[src/rtl/mouse_dir_pkg.sv]
// Shared types and direction encodings for the mouse direction tracker.
// Direction index = row*3 + col, rows/cols ordered up/none/down and left/none/right.
package mouse_dir_pkg;

   typedef enum logic [1:0] {
      S_INIT = 2'd0,
      S_IDLE = 2'd1,
      S_MOVE = 2'd2
   } state_t;

   localparam int DIR_UL = 0;
   localparam int DIR_U  = 1;
   localparam int DIR_UR = 2;
   localparam int DIR_L  = 3;
   localparam int DIR_C  = 4;
   localparam int DIR_R  = 5;
   localparam int DIR_DL = 6;
   localparam int DIR_D  = 7;
   localparam int DIR_DR = 8;

   localparam logic [8:0] DIR_CENTER = 9'b0_0001_0000;

   // Axis codes double as row/column indices, so code == 1 + signed motion.
   localparam logic [1:0] CODE_NEG  = 2'd0;
   localparam logic [1:0] CODE_ZERO = 2'd1;
   localparam logic [1:0] CODE_POS  = 2'd2;

   function automatic logic [8:0] dir_onehot(input logic [1:0] row, input logic [1:0] col);
      logic [8:0] r;
      int         idx;
      r   = '0;
      idx = int'(row) * 3 + int'(col);
      if (idx < 9) r[idx] = 1'b1;
      return r;
   endfunction

endpackage

[src/rtl/mouse_axis_classify.sv]
// Per-axis motion classifier: signed displacement against the anchor,
// compared to a symmetric dead-zone. Purely combinational.
module mouse_axis_classify
   import mouse_dir_pkg::*;
#(
   parameter int COORD_W  = 11,
   parameter int DEADZONE = 2
) (
   input  logic [COORD_W-1:0] pos,
   input  logic [COORD_W-1:0] anchor,
   output logic [1:0]         code
);

   localparam logic signed [COORD_W:0] DZ_POS = (COORD_W+1)'(DEADZONE);
   localparam logic signed [COORD_W:0] DZ_NEG = -DZ_POS;

   // One extra bit keeps the full 0..max span representable without wrap.
   logic signed [COORD_W:0] delta;

   always_comb begin
      delta = $signed({1'b0, pos}) - $signed({1'b0, anchor});
      code  = CODE_ZERO;
      if (delta > DZ_POS)      code = CODE_POS;
      else if (delta < DZ_NEG) code = CODE_NEG;
   end

endmodule

[src/rtl/mouse_dir_tracker.sv]
// Turns binned cursor samples into a one-hot 3x3 motion direction with
// dead-zone, drift accumulation against a held anchor, and idle timeout.
module mouse_dir_tracker
   import mouse_dir_pkg::*;
#(
   parameter int COORD_W      = 11,
   parameter int DEADZONE     = 2,
   parameter int IDLE_SAMPLES = 8
) (
   input  logic               clk,
   input  logic               reset,
   input  logic               clear,
   input  logic               sample_valid,
   input  logic [COORD_W-1:0] x,
   input  logic [COORD_W-1:0] y,
   output logic [8:0]         ms_dir,
   output logic               dir_valid,
   output logic               moving
);

   localparam int CNT_W = $clog2(IDLE_SAMPLES + 1);
   localparam logic [CNT_W-1:0] IDLE_LIMIT = CNT_W'(IDLE_SAMPLES);

   // Handshake: sample_valid is a one-cycle strobe with no back-pressure;
   // dir_valid is a one-cycle pulse, issued only when ms_dir takes a new value.
   state_t             state;
   logic [COORD_W-1:0] anchor_x;
   logic [COORD_W-1:0] anchor_y;
   logic [CNT_W-1:0]   idle_cnt;

   logic [1:0]         code_x;
   logic [1:0]         code_y;
   logic               motion;
   logic [8:0]         new_dir;
   logic [CNT_W-1:0]   idle_nxt;

   mouse_axis_classify #(.COORD_W(COORD_W), .DEADZONE(DEADZONE)) u_cls_x (
      .pos    (x),
      .anchor (anchor_x),
      .code   (code_x)
   );

   mouse_axis_classify #(.COORD_W(COORD_W), .DEADZONE(DEADZONE)) u_cls_y (
      .pos    (y),
      .anchor (anchor_y),
      .code   (code_y)
   );

   always_comb begin
      motion   = (code_x != CODE_ZERO) || (code_y != CODE_ZERO);
      new_dir  = dir_onehot(code_y, code_x);
      idle_nxt = idle_cnt + 1'b1;
   end

   always_ff @(posedge clk) begin
      if (reset) begin
         state     <= S_INIT;
         ms_dir    <= DIR_CENTER;
         dir_valid <= 1'b0;
         moving    <= 1'b0;
         anchor_x  <= '0;
         anchor_y  <= '0;
         idle_cnt  <= '0;
      end else if (clear) begin
         state     <= S_INIT;
         ms_dir    <= DIR_CENTER;
         dir_valid <= 1'b0;
         moving    <= 1'b0;
         idle_cnt  <= '0;
      end else if (sample_valid) begin
         dir_valid <= 1'b0;
         if (state == S_INIT) begin
            anchor_x <= x;
            anchor_y <= y;
            state    <= S_IDLE;
         end else if (motion) begin
            ms_dir    <= new_dir;
            dir_valid <= (new_dir != ms_dir);
            anchor_x  <= x;
            anchor_y  <= y;
            idle_cnt  <= '0;
            state     <= S_MOVE;
            moving    <= 1'b1;
         end else if (state == S_MOVE) begin
            // Anchor stays put so sub-threshold drift keeps accumulating.
            if (idle_nxt == IDLE_LIMIT) begin
               ms_dir    <= DIR_CENTER;
               dir_valid <= 1'b1;
               moving    <= 1'b0;
               idle_cnt  <= '0;
               state     <= S_IDLE;
            end else begin
               idle_cnt <= idle_nxt;
            end
         end
      end else begin
         dir_valid <= 1'b0;
      end
   end

endmodule

[config.mk]
export PLATFORM = sky130hd
export DESIGN_NAME = mouse_dir_tracker
export DESIGN_NICKNAME = d
export VERILOG_FILES = /design/src/rtl/mouse_dir_pkg.sv /design/src/rtl/mouse_axis_classify.sv /design/src/rtl/mouse_dir_tracker.sv
export SDC_FILE = /design/constraint.sdc
export NUM_CORES = 1
export LEC_CHECK = 0
export ABC_AREA = 0
export BUFFER_PORTS_ARGS = -buffer_cell sky130_fd_sc_hd__buf_4
export CORE_AREA = 2 2 86 88
export DETAILED_ROUTE_END_ITERATION = 10
export DIE_AREA = 0 0 88 90
export PLACE_DENSITY = 0.73
export SYNTH_ARGS = -nofsm -noshare
export SYNTH_HDL_FRONTEND = slang
export SYNTH_SLANG_ARGS = --single-unit
[constraint.sdc]
create_clock -name clk -period 11.1 [get_ports clk]
set_input_delay 1.11 -clock clk [delete_from_list [all_inputs] [get_ports clk]]
set_output_delay 1.11 -clock clk [all_outputs]
set_load 0.1 [all_outputs]
Yosys cells after proc, flatten, opt, wreduce, memory -nomap -nowiden
Cells that the tools add are included.
{"block": "word_totals", "ram_bits": 0, "latchBits": 0, "in_bits": 26, "register_bits": 39, "output_inout_bits": 11, "mem_bits_ro": 0, "n_memories": 0, "wordCells": 68}
{"block": "op_classes", "multipliers": 1, "muxes": 27, "shifts": 0, "eq_ne": 5, "div_mod_pow": 0, "bitwise_logic": 3, "addsub": 4, "reduce_logical": 14, "magnitude_cmp": 7}
{"cell": "11-bit two-way mux", "n": 4}
{"cell": "9-bit two-way mux", "n": 4}
{"cell": "12-bit by 3-bit greater-than comparator with 1-bit output (second input constant)", "n": 2}
{"cell": "12-bit by 2-bit less-than comparator with 1-bit output (second input constant)", "n": 2}
{"cell": "11-bit by 11-bit subtractor with 12-bit output", "n": 2}
{"cell": "2-bit two-way mux", "n": 6}
{"cell": "4-bit two-way mux", "n": 3}
{"cell": "1-bit two-way mux", "n": 9}
{"cell": "9-bit != test", "n": 1}
{"cell": "3-bit AND reduction", "n": 3}
{"cell": "2-bit nonzero test", "n": 3}
{"cell": "3-bit nonzero test", "n": 2}
{"cell": "4-bit by 2-bit adder with 5-bit output", "n": 1}
{"cell": "5-bit by 1-bit greater-or-equal comparator with 1-bit output (second input constant)", "n": 1}
{"cell": "5-bit by 4-bit less-than comparator with 1-bit output (second input constant)", "n": 1}
{"cell": "5-bit less-than comparator (second input constant)", "n": 1}
{"cell": "4-bit by 1-bit adder with 4-bit output (second input constant)", "n": 1}
{"cell": "1-bit demux with 4-bit select", "n": 1}
{"cell": "4-bit equality test (second input constant)", "n": 1}
{"cell": "2-bit by 2-bit multiplier with 4-bit output (second input constant)", "n": 1}
{"cell": "2-bit by 1-bit != test with 1-bit output (second input constant)", "n": 2}
{"cell": "4-bit AND reduction", "n": 1}
{"cell": "4-bit OR reduction", "n": 1}
{"cell": "1-bit inverter", "n": 3}
{"cell": "other kinds (5)", "n": 5}

Depth between registers and ports, before layout
Gate-level depths: netlist of the first run.
{"block": "depth", "ltp_word": 13, "depth_mapped": 23, "mapped_depth_nobuf": 22}

Modules after synthesis
Synthesis of the first run repeated with hierarchy kept, for this count alone.
{"block": "unflattened", "hier_cells": 361, "area_unflattened_um2": 3079.2}
{"module": "mouse_dir_tracker", "seq_area_each_um2": 780.7, "cells_each": 195, "area_per_inst_um2": 1864.3, "instances": 1}
{"module": "mouse_axis_classify (u_cls_y)", "seq_area_each_um2": 0.0, "cells_each": 86, "area_per_inst_um2": 643.1, "instances": 1}
{"module": "mouse_axis_classify (u_cls_x)", "seq_area_each_um2": 0.0, "cells_each": 80, "area_per_inst_um2": 571.8, "instances": 1}

Worst setup path after synthesis of the first run
Ideal clock, no wire load.
{"block": "synth_timing", "path_type": "input port to flip-flop", "start": "input port y[0]", "end": "register dir_valid", "setup_time_ns": 0.120, "arrival_ns": 5.126, "path_stages": 22, "path_slack_ns": 5.854, "path_buffers": 0, "required_time_ns": 10.980, "cell_sequence": "inv_1 ha_1 inv_1 fa_1 a21o_1 a221oi_4 xnor2_1 or4_1 nor3b_2 nand4b_2 nand2_1 ha_1 ha_1 fa_1 nor3_1 nand4b_1 o31ai_1 a31oi_1 nor3_1 o211ai_1 o21bai_1 a21oi_1"}
{"block": "synth_via", "elab_chain_len": 13, "elab_cells_between_ends": 18, "classes_between": "add/sub (2); mul (1); order compare (5); eq/ne (2); mux (6); reduce/logical (2)"}
{"element": "start: declaration", "line_no": "mouse_dir_tracker.sv:15", "text": "input logic [COORD_W-1:0] y,"}
{"element": "11-bit by 11-bit subtractor with 12-bit output *", "line_no": "mouse_axis_classify.sv:21", "text": "delta = $signed({1'b0, pos}) - $signed({1'b0, anchor});"}
{"element": "12-bit by 2-bit less-than comparator with 1-bit output", "line_no": "mouse_axis_classify.sv:24", "text": "else if (delta < DZ_NEG) code = CODE_NEG;"}
{"element": "1-bit two-way mux", "line_no": "mouse_axis_classify.sv:24"}
{"element": "2-bit two-way mux *", "line_no": "mouse_axis_classify.sv:23", "text": "if (delta > DZ_POS) code = CODE_POS;"}
{"element": "2-bit by 2-bit multiplier with 4-bit output", "line_no": "mouse_dir_pkg.sv:32", "text": "idx = int'(row) * 3 + int'(col);"}
{"element": "4-bit by 2-bit adder with 5-bit output", "line_no": "mouse_dir_pkg.sv:32"}
{"element": "5-bit by 1-bit greater-or-equal comparator with 1-bit output (implied by the code) or 5-bit less-than comparator (tied branches)", "line_no": "mouse_dir_pkg.sv:33", "text": "if (idx < 9) r[idx] = 1'b1;"}
{"element": "1-bit logical AND (implied by the code)", "line_no": "mouse_dir_pkg.sv:33"}
{"element": "1-bit two-way mux (implied by the code)", "line_no": "mouse_dir_pkg.sv:33"}
{"element": "1-bit demux with 4-bit select", "line_no": "mouse_dir_pkg.sv:33"}
{"element": "9-bit two-way mux", "line_no": "mouse_dir_pkg.sv:33"}
{"element": "9-bit != test", "line_no": "mouse_dir_tracker.sv:78", "text": "dir_valid <= (new_dir != ms_dir);"}
{"element": "1-bit two-way mux *", "line_no": "mouse_dir_tracker.sv:76", "text": "end else if (motion) begin"}
{"element": "end signal: assignment", "line_no": "mouse_dir_tracker.sv:78"}
{"element": "end: declaration", "line_no": "mouse_dir_tracker.sv:17", "text": "output logic dir_valid,"}
Every way passes the cells marked *; elsewhere a longest branch is shown, timed or not.
A chain may end at the register's enable or synchronous reset.

Final worst setup path of the first run
{"block": "layout_timing", "start": "input port x[0]", "end": "register dir_valid"}
{"block": "layout_via", "elab_chain_len": 12, "elab_cells_between_ends": 17, "classes_between": "add/sub (2); order compare (5); eq/ne (2); mux (6); reduce/logical (2)"}
{"element": "start: declaration", "line_no": "mouse_dir_tracker.sv:14", "text": "input logic [COORD_W-1:0] x,"}
{"element": "11-bit by 11-bit subtractor with 12-bit output *", "line_no": "mouse_axis_classify.sv:21"}
{"element": "12-bit by 2-bit less-than comparator with 1-bit output", "line_no": "mouse_axis_classify.sv:24"}
{"element": "1-bit two-way mux", "line_no": "mouse_axis_classify.sv:24"}
{"element": "2-bit two-way mux *", "line_no": "mouse_axis_classify.sv:23"}
{"element": "4-bit by 2-bit adder with 5-bit output", "line_no": "mouse_dir_pkg.sv:32"}
{"element": "5-bit by 1-bit greater-or-equal comparator with 1-bit output (implied by the code) or 5-bit less-than comparator (tied branches)", "line_no": "mouse_dir_pkg.sv:33"}
{"element": "1-bit logical AND (implied by the code)", "line_no": "mouse_dir_pkg.sv:33"}
{"element": "1-bit two-way mux (implied by the code)", "line_no": "mouse_dir_pkg.sv:33"}
{"element": "1-bit demux with 4-bit select", "line_no": "mouse_dir_pkg.sv:33"}
{"element": "9-bit two-way mux", "line_no": "mouse_dir_pkg.sv:33"}
{"element": "9-bit != test", "line_no": "mouse_dir_tracker.sv:78"}
{"element": "1-bit two-way mux *", "line_no": "mouse_dir_tracker.sv:76"}
Marks and branches as above.

==> results.tsv, run 1 <==
metric	value	unit
status	completed	
r2r_end	dir_valid	
whs_path_depth	2	
rsz0062_at_grt	false	
crit_top_cell	ha_1	
die-area	7920	sq um
routed_wl	7320	um
synth-edff-count	0	
place_hpwl	5440	um
clock-sinks	39	
placed_cell_area	3720	sq um
start_util	48.5	%
coreArea	7020	sq um
ys.flop_type	dfxtp_1	
h-tree-depth	2	
grt_pass1_vias	2967	
synth-seq-cells	39	
seq_area_frac_synth	22.9	%
r2r_cells	21	
synth_cell_types	58	
post-route-period-util	49.4	%
p_leak	1.47	nW
final_common_cell	nand2b_1	
setup_violations	0	
hold_viol	0	
avgViaCountPerCell	5.63	
ys_warn_count	0	
async_flop_share	0	%
cts.path.max_buffers	2	
die_w	88	um
slew_viol_final	0	
fin_setup_tns	0	ns
tightest_slew	1.05	ns
cts_setup_buffers	0	
worst_ep_arrival_time	5.67	ns
wl_per_cell	13.2	um
r2r_start	anchor_x[0]	
syn-cell-area	3400	sq um
power	388	uW
worstSetupStartpointType	input pin	
instances_no_fill	553	
syn_avg_cell_area	8.01	sq um
ant_nets	0	
maxCapViolations	0	
die_h	90	um
cts.root.buffer_cell	clkbuf_8	
clkTransAtPathRegs	0.08	ns
stdcell_area	3800	sq um
cts_tree	built	
ios	37	
use_met3	2.85	%
drc	0	
via_count	3113	
final_layout_size_suffix_gt1_share	12.3	%
grt_max_degree	47	
grt_pass1_wl	13000	um
gp_congestion	0.884	
critical_path.max_stage_delay	0.55	ns
cts_hold_buf	0	
dp_slack	5.39	ns
grt_busiest_layer	met2	
rrSetupSlack	6.25	ns
grt.overflow.total	0	
worst_slack	5.62	ns
min_to	moving	
holdWs	0.470	ns
critical_path.slowest_cell	fa_1	
power_density	102	nW/um^2
diodes	0	
fmax	0.182	GHz
mostFrequentLayoutCells	48 x nand2b_1, 39 x dfxtp_1, 36 x buf_4	
drt-initial-drc-count	193	
post_cts_resized	0	
relSlewSlack	30.1	%
worstPathCellList	buf_4 -> inv_1 -> ha_1 -> inv_1 -> fa_1 -> a21oi_1 -> o21bai_1 -> or3_1 -> a21o_1 -> nor4_1 -> nand3_1 -> and2_1 -> ha_1 -> ha_1 -> fa_1 -> nor3_1 -> nand4b_1 -> o31ai_1 -> a31oi_1 -> nor3_1 -> o211ai_1 -> o21bai_1 -> a21oi_1	
hold_start	moving	
synthCells	425	
cts_made_buffers	5	
clk_latency	0.30	ns
ir_drop	46.2	uV
required	11.29	ns
grt.met2_usage	33.7	%
hold_path_class	flip-flop to flip-flop	
period_minus_slack	5.48	ns
worstSetupPathType	input pin to flip-flop	
nNetsFinal	509	
synth_top_area_share	22.9	%
grt_usage	19.7	%
endpoint_kind	flip-flop	
synth_area_leaders	dfxtp_1 23%, ha_1 9.9%, nand2b_1 8.8%	
cp_max_fo	7	
synth_largest_area_cell	dfxtp_1	
rows	31	
clock_skew	0.00643	ns
drtPass1Iterations	4	
syn2layout_area_growth	11.7	%
placement.io_buffers	36	
antenna_found_initial	0	
dp.cells	545	
use_met1	25.6	%
synth_fp_nets	481	
utilization	54.2	%
sequential cells by signal, indices dropped and copies added (netlist names):
| signal | flops |
|---|---|
| anchor_x | 11 |
| anchor_y | 11 |
| dir_valid | 1 |
| idle_cnt | 4 |
| moving | 1 |
| ms_dir | 9 |
| state | 2 |
synth_stat cells, types with 5 or more instances:
library cell   n
o21a_1         6
o21ai_0       16
nand2_1       22
nand3_1       14
mux2i_1       23
a21o_1         8
a31oi_1        6
ha_1          27
nor2_1        26
nand2b_1      48
clkbuf_1      11
or2_2          6
xor2_1         5
inv_1         35
dfxtp_1       39
nor3_1        13
a21oi_1       27
xnor2_1        6
nor4_1         5
cell families after synthesis:
family	after synthesis	synth area share [%]
flip-flops	39	22.9
AO/OA/AOI/OAI	108	22.7
AND/OR/NAND/NOR	164	26.8
adder cells (fa/ha/maj)	30	11.7
buffers and inverters	50	6.21
multiplexers	23	6.76
XOR/XNOR	11	2.83
layout make-up:
cell class	count	area [sq um]
Tap cell	99	124
Sequential cell	39	781
Clock inverter	2	12.5
Multi-Input combinational cell	336	2410
Timing Repair Buffer	36	270
Fill cell	679	3220
Clock buffer	6	72.6
Inverter	35	131
critical path: cells and delay by family:
family,cells,cell delay (ns)
compound gates,8,1.03
fa+ha+maj,5,1.60
simple gates,7,1.74
buf+inv,3,0.21
where the power goes:
group | leakage (nW) | switching [mW] | internal (mW)
Clock | 0.0412 | 0.0546 | 0.0440
Sequential | 0.317 | 0.00277 | 0.145
Combinational | 1.12 | 0.0830 | 0.0593
Total | 1.47 | 0.140 | 0.248
worst max path at each step:
stage	cells after the start	endpoint	slack [ns]	from
after floorplan	22	dir_valid	5.85	y[0]
after global placement	23	dir_valid	5.52	y[0]
after detailed placement	23	dir_valid	5.39	x[0]
after CTS	23	dir_valid	5.68	x[0]
after global routing	23	dir_valid	5.19	x[0]
final	23	dir_valid	5.62	x[0]
routing by layer:
layer  up-vias  share of wire [%]
li1       1595                  -
met4         0                1.0
met5         -                  0
met2        49                 48
met1      1462                 47
met3         7                3.9
Note: power is estimated with default switching activity, not from simulation.
==> run 2, diff against run 1 <==
==> constraint.sdc (replaced) <==
create_clock -name clk -period 5.6 [get_ports clk]
set_input_delay 0.56 -clock clk [delete_from_list [all_inputs] [get_ports clk]]
set_output_delay 0.56 -clock clk [all_outputs]
set_load 0.1 [all_outputs]
==> results.tsv, run 2 (synthesis gave the netlist of run 1 again) <==
metric	value	unit	change
drc	0		unchanged
dp_slack	0.424	ns	-4.96 ns
final_layout_size_suffix_gt1_share	12.3	%	unchanged
setup_violations	0		unchanged
grt_usage	19.6	%	-0.14 points
start_util	48.5	%	unchanged
rsz0062_at_grt	false		
cts_hold_buf	0		unchanged
swShare	32.3	%	-3.9 points
rows	31		unchanged
pwr-share-comb	32.7	%	-4.0 points
startpoint	y[0]		
fillerInstances	678		-0.15%
internal_power	582	uW	+130%
endpoint_kind	flip-flop		
ant_nets	0		unchanged
ir_drop	160	uV	+250%
instances_no_fill	553		unchanged
h-tree-depth	2		unchanged
dp.cells	545		unchanged
grt_max_degree	47		unchanged
wl_per_cell	13.2	um	-0.16%
p_sw	278	uW	+98%
die-area	7920	sq um	unchanged
relSlewSlack	29.7	%	-0.37 points
status	completed		
clock_skew	0.00827	ns	+0.00184 ns
cp_max_fo	7		unchanged
via_count	3116		+0.096%
worstSetupStartpointType	input pin		
utilization	54.8	%	+0.68 points
hold_path_class	flip-flop to flip-flop		
grt.overflow.total	0		unchanged
fin_setup_tns	0	ns	unchanged
drtPass1Iterations	4		unchanged
placement.io_buffers	36		unchanged
seqPwrFrac	34.0	%	-3.9 points
die_h	90	um	unchanged
cts_setup_buffers	0		unchanged
syn2layout_area_growth	13.1	%	
ios	37		unchanged
power_density	223	nW/um^2	+120%
maxCapViolations	0		unchanged
post_cts_resized	0		unchanged
antenna_found_initial	0		unchanged
fmax	0.206	GHz	
slew_viol_final	0		unchanged
reg_top3	anchor_x x11, anchor_y x11, ms_dir x9		
tightest_slew	1.05	ns	+0.00550 ns
worst_slack	0.745	ns	-4.87 ns
nNetsFinal	509		unchanged
required	5.80	ns	-5.49 ns
r2r_start	anchor_x[0]		
clock-sinks	39		unchanged
mostFrequentLayoutCells	48 x nand2b_1, 39 x dfxtp_1, 36 x buf_4		
cts.path.max_buffers	2		unchanged
cts.root.buffer_cell	clkbuf_8		
routed_wl	7310	um	-0.16%
clkPwrFrac	33.3	%	+7.9 points
diodes	0		unchanged
final_common_cell	nand2b_1		
clkTransAtPathRegs	0.09	ns	about the same
grt_pass1_wl	13100	um	+0.48%
worstSetupPathType	input pin to flip-flop		
worst_ep_arrival_time	5.05	ns	-0.62 ns
coreArea	7020	sq um	unchanged
period_minus_slack	4.85	ns	
avgViaCountPerCell	5.63		about the same
drt-initial-drc-count	146		-24%
cts_tree	built		
p_leak	1.50	nW	+1.6%
die_w	88	um	unchanged
hold_start	moving		
post-route-period-util	86.7	%	
gp_congestion	0.882		-0.27%
hold_viol	0		unchanged
grt_pass1_vias	3014		+1.6%
cts_made_buffers	5		unchanged
place_hpwl	5410	um	-0.49%
clk_latency	0.30	ns	about the same
## run 2: cell types whose count changed in the layout (fill, tap and decap cells not counted)
cell,before,now
clkinvlp_4,1,0
clkinv_2,1,0
bufinv_16,0,2
## run 2: cell type report
type	instances	area, sq um	area share (%)
Clock buffer	6	72.6	1.88
Clock inverter	2	60.1	1.56
Inverter	35	131	3.41
Multi-Input combinational cell	336	2410	62.6
Sequential cell	39	781	20.3
Tap cell	99	124	3.22
Timing Repair Buffer	36	270	7.02
## run 2: worst paths after layout
path | endpoint | slack (ns) | cells after the start
setup / recovery | dir_valid | 0.75 | 23
hold / removal | moving | 0.47 | 2
setup reg to reg | dir_valid | 0.81 | 21
hold reg to reg | moving | 0.47 | 2
## run 2: power groups by stage
stage / Sequential, mW / Combinational (mW) / Clock (mW)
CTS: 0.292 / 0.281 / 0.293
global placement: 0.298 / 0.272 / 0
global route: 0.293 / 0.320 / 0.302
floorplan: 0.302 / 0.214 / 0
finish: 0.292 / 0.282 / 0.286
detailed placement: 0.299 / 0.278 / 0
## run 2: metrics by stage
step	power, mW	cell area (sq um)	hold WS (ns)
finish	0.860	3850	0.474
global route	0.916	3850	0.494
CTS	0.866	3850	0.479
detailed placement	0.577	3720	0.465
global placement	0.570	3720	0.458
floorplan	0.516	3400	0.449
## run 2: per-layer routing
metal | vias to the layer above | wire [um] | GRT usage, %
met5 | - | 0 | 0
met4 | 0 | 128 | 5.90
met3 | 12 | 233 | 2.66
met2 | 55 | 3530 | 33.5
met1 | 1452 | 3420 | 25.2
li1 | 1597 | - | -
## run 2: critical path: stages
cell      delay, ns
buf_4          0.11
inv_1          0.05
ha_1           0.16
inv_1          0.05
fa_1           0.39
a21o_1         0.22
a221oi_4       0.33
xnor2_1        0.14
or4_1          0.52
nor3b_2        0.25
nand4b_2       0.19
nand2_1        0.11
ha_1           0.15
ha_1           0.15
fa_1           0.51
nor3_1         0.36
nand4b_1       0.15
o31ai_1        0.09
a31oi_1        0.06
nor3_1         0.15
o211ai_1       0.12
o21bai_1       0.15
a21oi_1        0.07
==> run 3, diff against run 2 <==
--- a/config.mk
+++ b/config.mk
@@ -7,10 +7,11 @@
 export LEC_CHECK = 0
 export ABC_AREA = 0
 export BUFFER_PORTS_ARGS = -buffer_cell sky130_fd_sc_hd__buf_4
-export CORE_AREA = 2 2 86 88
+export CORE_AREA = 2 2 82 84
 export DETAILED_ROUTE_END_ITERATION = 10
-export DIE_AREA = 0 0 88 90
-export PLACE_DENSITY = 0.73
+export DIE_AREA = 0 0 84 86
+export PLACE_DENSITY = 0.74
 export SYNTH_ARGS = -nofsm -noshare
 export SYNTH_HDL_FRONTEND = slang
+export SYNTH_HIERARCHICAL = 1
 export SYNTH_SLANG_ARGS = --single-unit
==> results.tsv, run 3 <==
metric	value	unit	change
endpoint_kind	flip-flop		
synth_common_cells	45 x nor2_1, 39 x dfxtp_1, 31 x inv_1		
placement.io_buffers	36		unchanged
clock_skew	0.00757	ns	-0.000695 ns
relSlewSlack	68.6	%	+39 points
fmax	0.193	GHz	-6.5%
p_leak	1.53	nW	+2.0%
antenna_found_initial	0		unchanged
grt_usage	18.5	%	-1.1 points
syn_avg_cell_area	8.53	sq um	+6.5%
final_layout_size_suffix_gt1_share	18.4	%	+6.1 points
worstSetupPathType	input pin to flip-flop		
clock-sinks	39		unchanged
path_buf_inv	4		+1
start_util	49.1	%	+0.58 points
cts.root.buffer_cell	clkbuf_8		
cts_made_buffers	5		unchanged
tightest_slew	0.467	ns	-0.585 ns
cts_tree	built		
synth_area_leaders	dfxtp_1 25%, ha_1 11%, mux2i_1 7.5%		
die_w	84	um	-4.5%
die_h	86	um	-4.4%
mostFrequentLayoutCells	45 x nor2_1, 39 x dfxtp_1, 38 x buf_4		
ios	37		unchanged
path_delay_family	simple AND/OR/NAND/NOR gates		
synthCells	361		-15%
synth-edff-count	0		unchanged
gp_congestion	0.817		-7.4%
holdWs	0.466	ns	-0.00776 ns
clk_latency	0.29	ns	about the same
synth-seq-cells	39		unchanged
cp_max_fo	7		unchanged
cts_hold_buf	0		unchanged
avgViaCountPerCell	5.65		+0.30%
fin_setup_tns	0	ns	unchanged
cts.path.max_buffers	2		unchanged
drc	0		unchanged
grt.overflow.total	0		unchanged
critical_path.max_stage_delay	0.53	ns	about the same
period_minus_slack	5.19	ns	+0.338 ns
worstSetupStartpointType	input pin		
rsz0062_at_grt	false		
drt-initial-drc-count	117		-20%
clkTransAtPathRegs	0.07	ns	-0.02 ns
place_hpwl	4900	um	-9.6%
rows	29		-6.5%
syn2layout_area_growth	13.4	%	
wl_per_cell	13.5	um	+1.8%
status	completed		
final_common_cell	nor2_1		
hold_path_class	flip-flop to flip-flop		
worstPathCellList	buf_4 -> inv_1 -> ha_1 -> inv_1 -> fa_1 -> a21o_1 -> a31o_2 -> a211oi_1 -> xor2_1 -> or4_1 -> or4_1 -> mux2i_1 -> ha_1 -> ha_1 -> inv_1 -> fa_1 -> or4b_4 -> a21oi_2 -> o2111ai_1 -> nor4_1 -> o21ai_1		
setup_violations	0		unchanged
synth_cell_types	75		+29%
syn-cell-area	3080	sq um	-9.5%
ir_drop	128	uV	-20%
worst_ep_arrival_time	5.37	ns	+0.32 ns
ys.flop_type	dfxtp_1		
required	5.78	ns	-0.02 ns
synth.most_common_cell	nor2_1		
seq_area_frac_synth	25.4	%	+2.4 points
die-area	7220	sq um	-8.8%
post_cts_resized	0		unchanged
ys_warn_count	6		+6
hold_viol	0		unchanged
reg_top3	anchor_x x11, anchor_y x11, ms_dir x9		
routed_wl	6380	um	-13%
ant_nets	0		unchanged
synth_fp_nets	418		-13%
h-tree-depth	2		unchanged
slew_viol_final	0		unchanged
grt_max_degree	25		-47%
synth_largest_area_cell	dfxtp_1		
maxCapViolations	0		unchanged
post-route-period-util	92.7	%	+6.0 points
synth_top_area_share	25.4	%	+2.4 points
cts_setup_buffers	0		unchanged
via_count	2679		-14%
grt_pass1_wl	11100	um	-15%
drtPass1Iterations	4		unchanged
diodes	0		unchanged
nNetsFinal	453		-11%
power_density	208	nW/um^2	-7.0%
grt_pass1_vias	2490		-17%
coreArea	6280	sq um	-11%
critical_path.slowest_cell	fa_1		
async_flop_share	0	%	unchanged
-- run 3: cell types whose count changed after synthesis, sizes merged, moves of 5 or more --
cell / previous run / this run
nor3: 13 / 8
clkbuf: 11 / 5
nand3: 14 / 8
nor2: 26 / 46
nand2b: 48 / 4
xnor2: 6 / 11
a211oi: 0 / 6
o21ai: 16 / 11
a21oi: 28 / 21
nand2: 22 / 16
-- run 3: cell type report --
cell class,count,area (sq um)
flip-flops and latches,39,781
repair buffers,38,285
clock inverters,1,5.00
clock buffers,7,76.3
well taps,77,96.3
fillers,569,2790
multi-input cells,281,2130
inverters,31,116
-- run 3: worst reg2reg max path: cells and delay by family, from the launching register on --
kind | cells | cell delay, ns
DFF | 1 | 0.33
AOI/OAI and AO/OA | 6 | 1.06
xor gates and xnor gates | 1 | 0.12
buffers and inverters | 2 | 0.10
adders and majority gates | 5 | 1.43
and+or+nand+nor | 4 | 1.71
muxes | 1 | 0.24
-- run 3: report_power, final --
part,total (mW),switching [mW],internal (mW),leakage (nW)
Clock,0.185,0.0971,0.0875,0.0422
Sequential,0.291,0.00492,0.286,0.317
Combinational,0.250,0.138,0.113,1.17
-- run 3: final timing paths --
| path | startpoint | end | slack (ns) | depth (start not counted) |
|---|---|---|---|---|
| worst max-delay path | x[0] | dir_valid | 0.41 | 21 |
| worst min-delay path | moving | moving | 0.47 | 1 |
| worst max register to register | anchor_x[0] | dir_valid | 0.50 | 19 |
| worst min register to register | moving | moving | 0.47 | 1 |
-- run 3: metrics by stage --
stage / util (%) / instance area, sq um / worst slack, ns / power, mW / cells
after floorplan: - / 3080 / 0.642 / 0.490 / 361
after global placement: 54.3 / 3410 / 0.277 / 0.539 / 466
after detailed placement: 54.3 / 3410 / 0.107 / 0.545 / 466
after CTS: 55.6 / 3490 / 0.422 / 0.736 / 474
after global routing: 55.6 / 3490 / 0.120 / 0.778 / 474
final: 55.6 / 3490 / 0.407 / 0.726 / 474
-- run 3: cells by family (layout without fill, tap and decap cells) --
logic type / Yosys count / in the layout / share of synthesized area [%]
flops: 39 / 39 / 25.4
buf+inv: 41 / 77 / 5.57
fa+ha+maj: 31 / 31 / 13.6
xor+xnor: 17 / 17 / 4.84
compound gates: 84 / 84 / 20.0
mux: 24 / 24 / 7.84
simple gates: 125 / 125 / 22.9
-- run 3: per-layer routing --
layer	part of all wire (%)	global-route usage (%)	wire [um]
met4	0.41	3.08	26
met2	47	31.9	2990
met3	5.0	4.62	318
met5	0	0	0
met1	48	24.0	3040
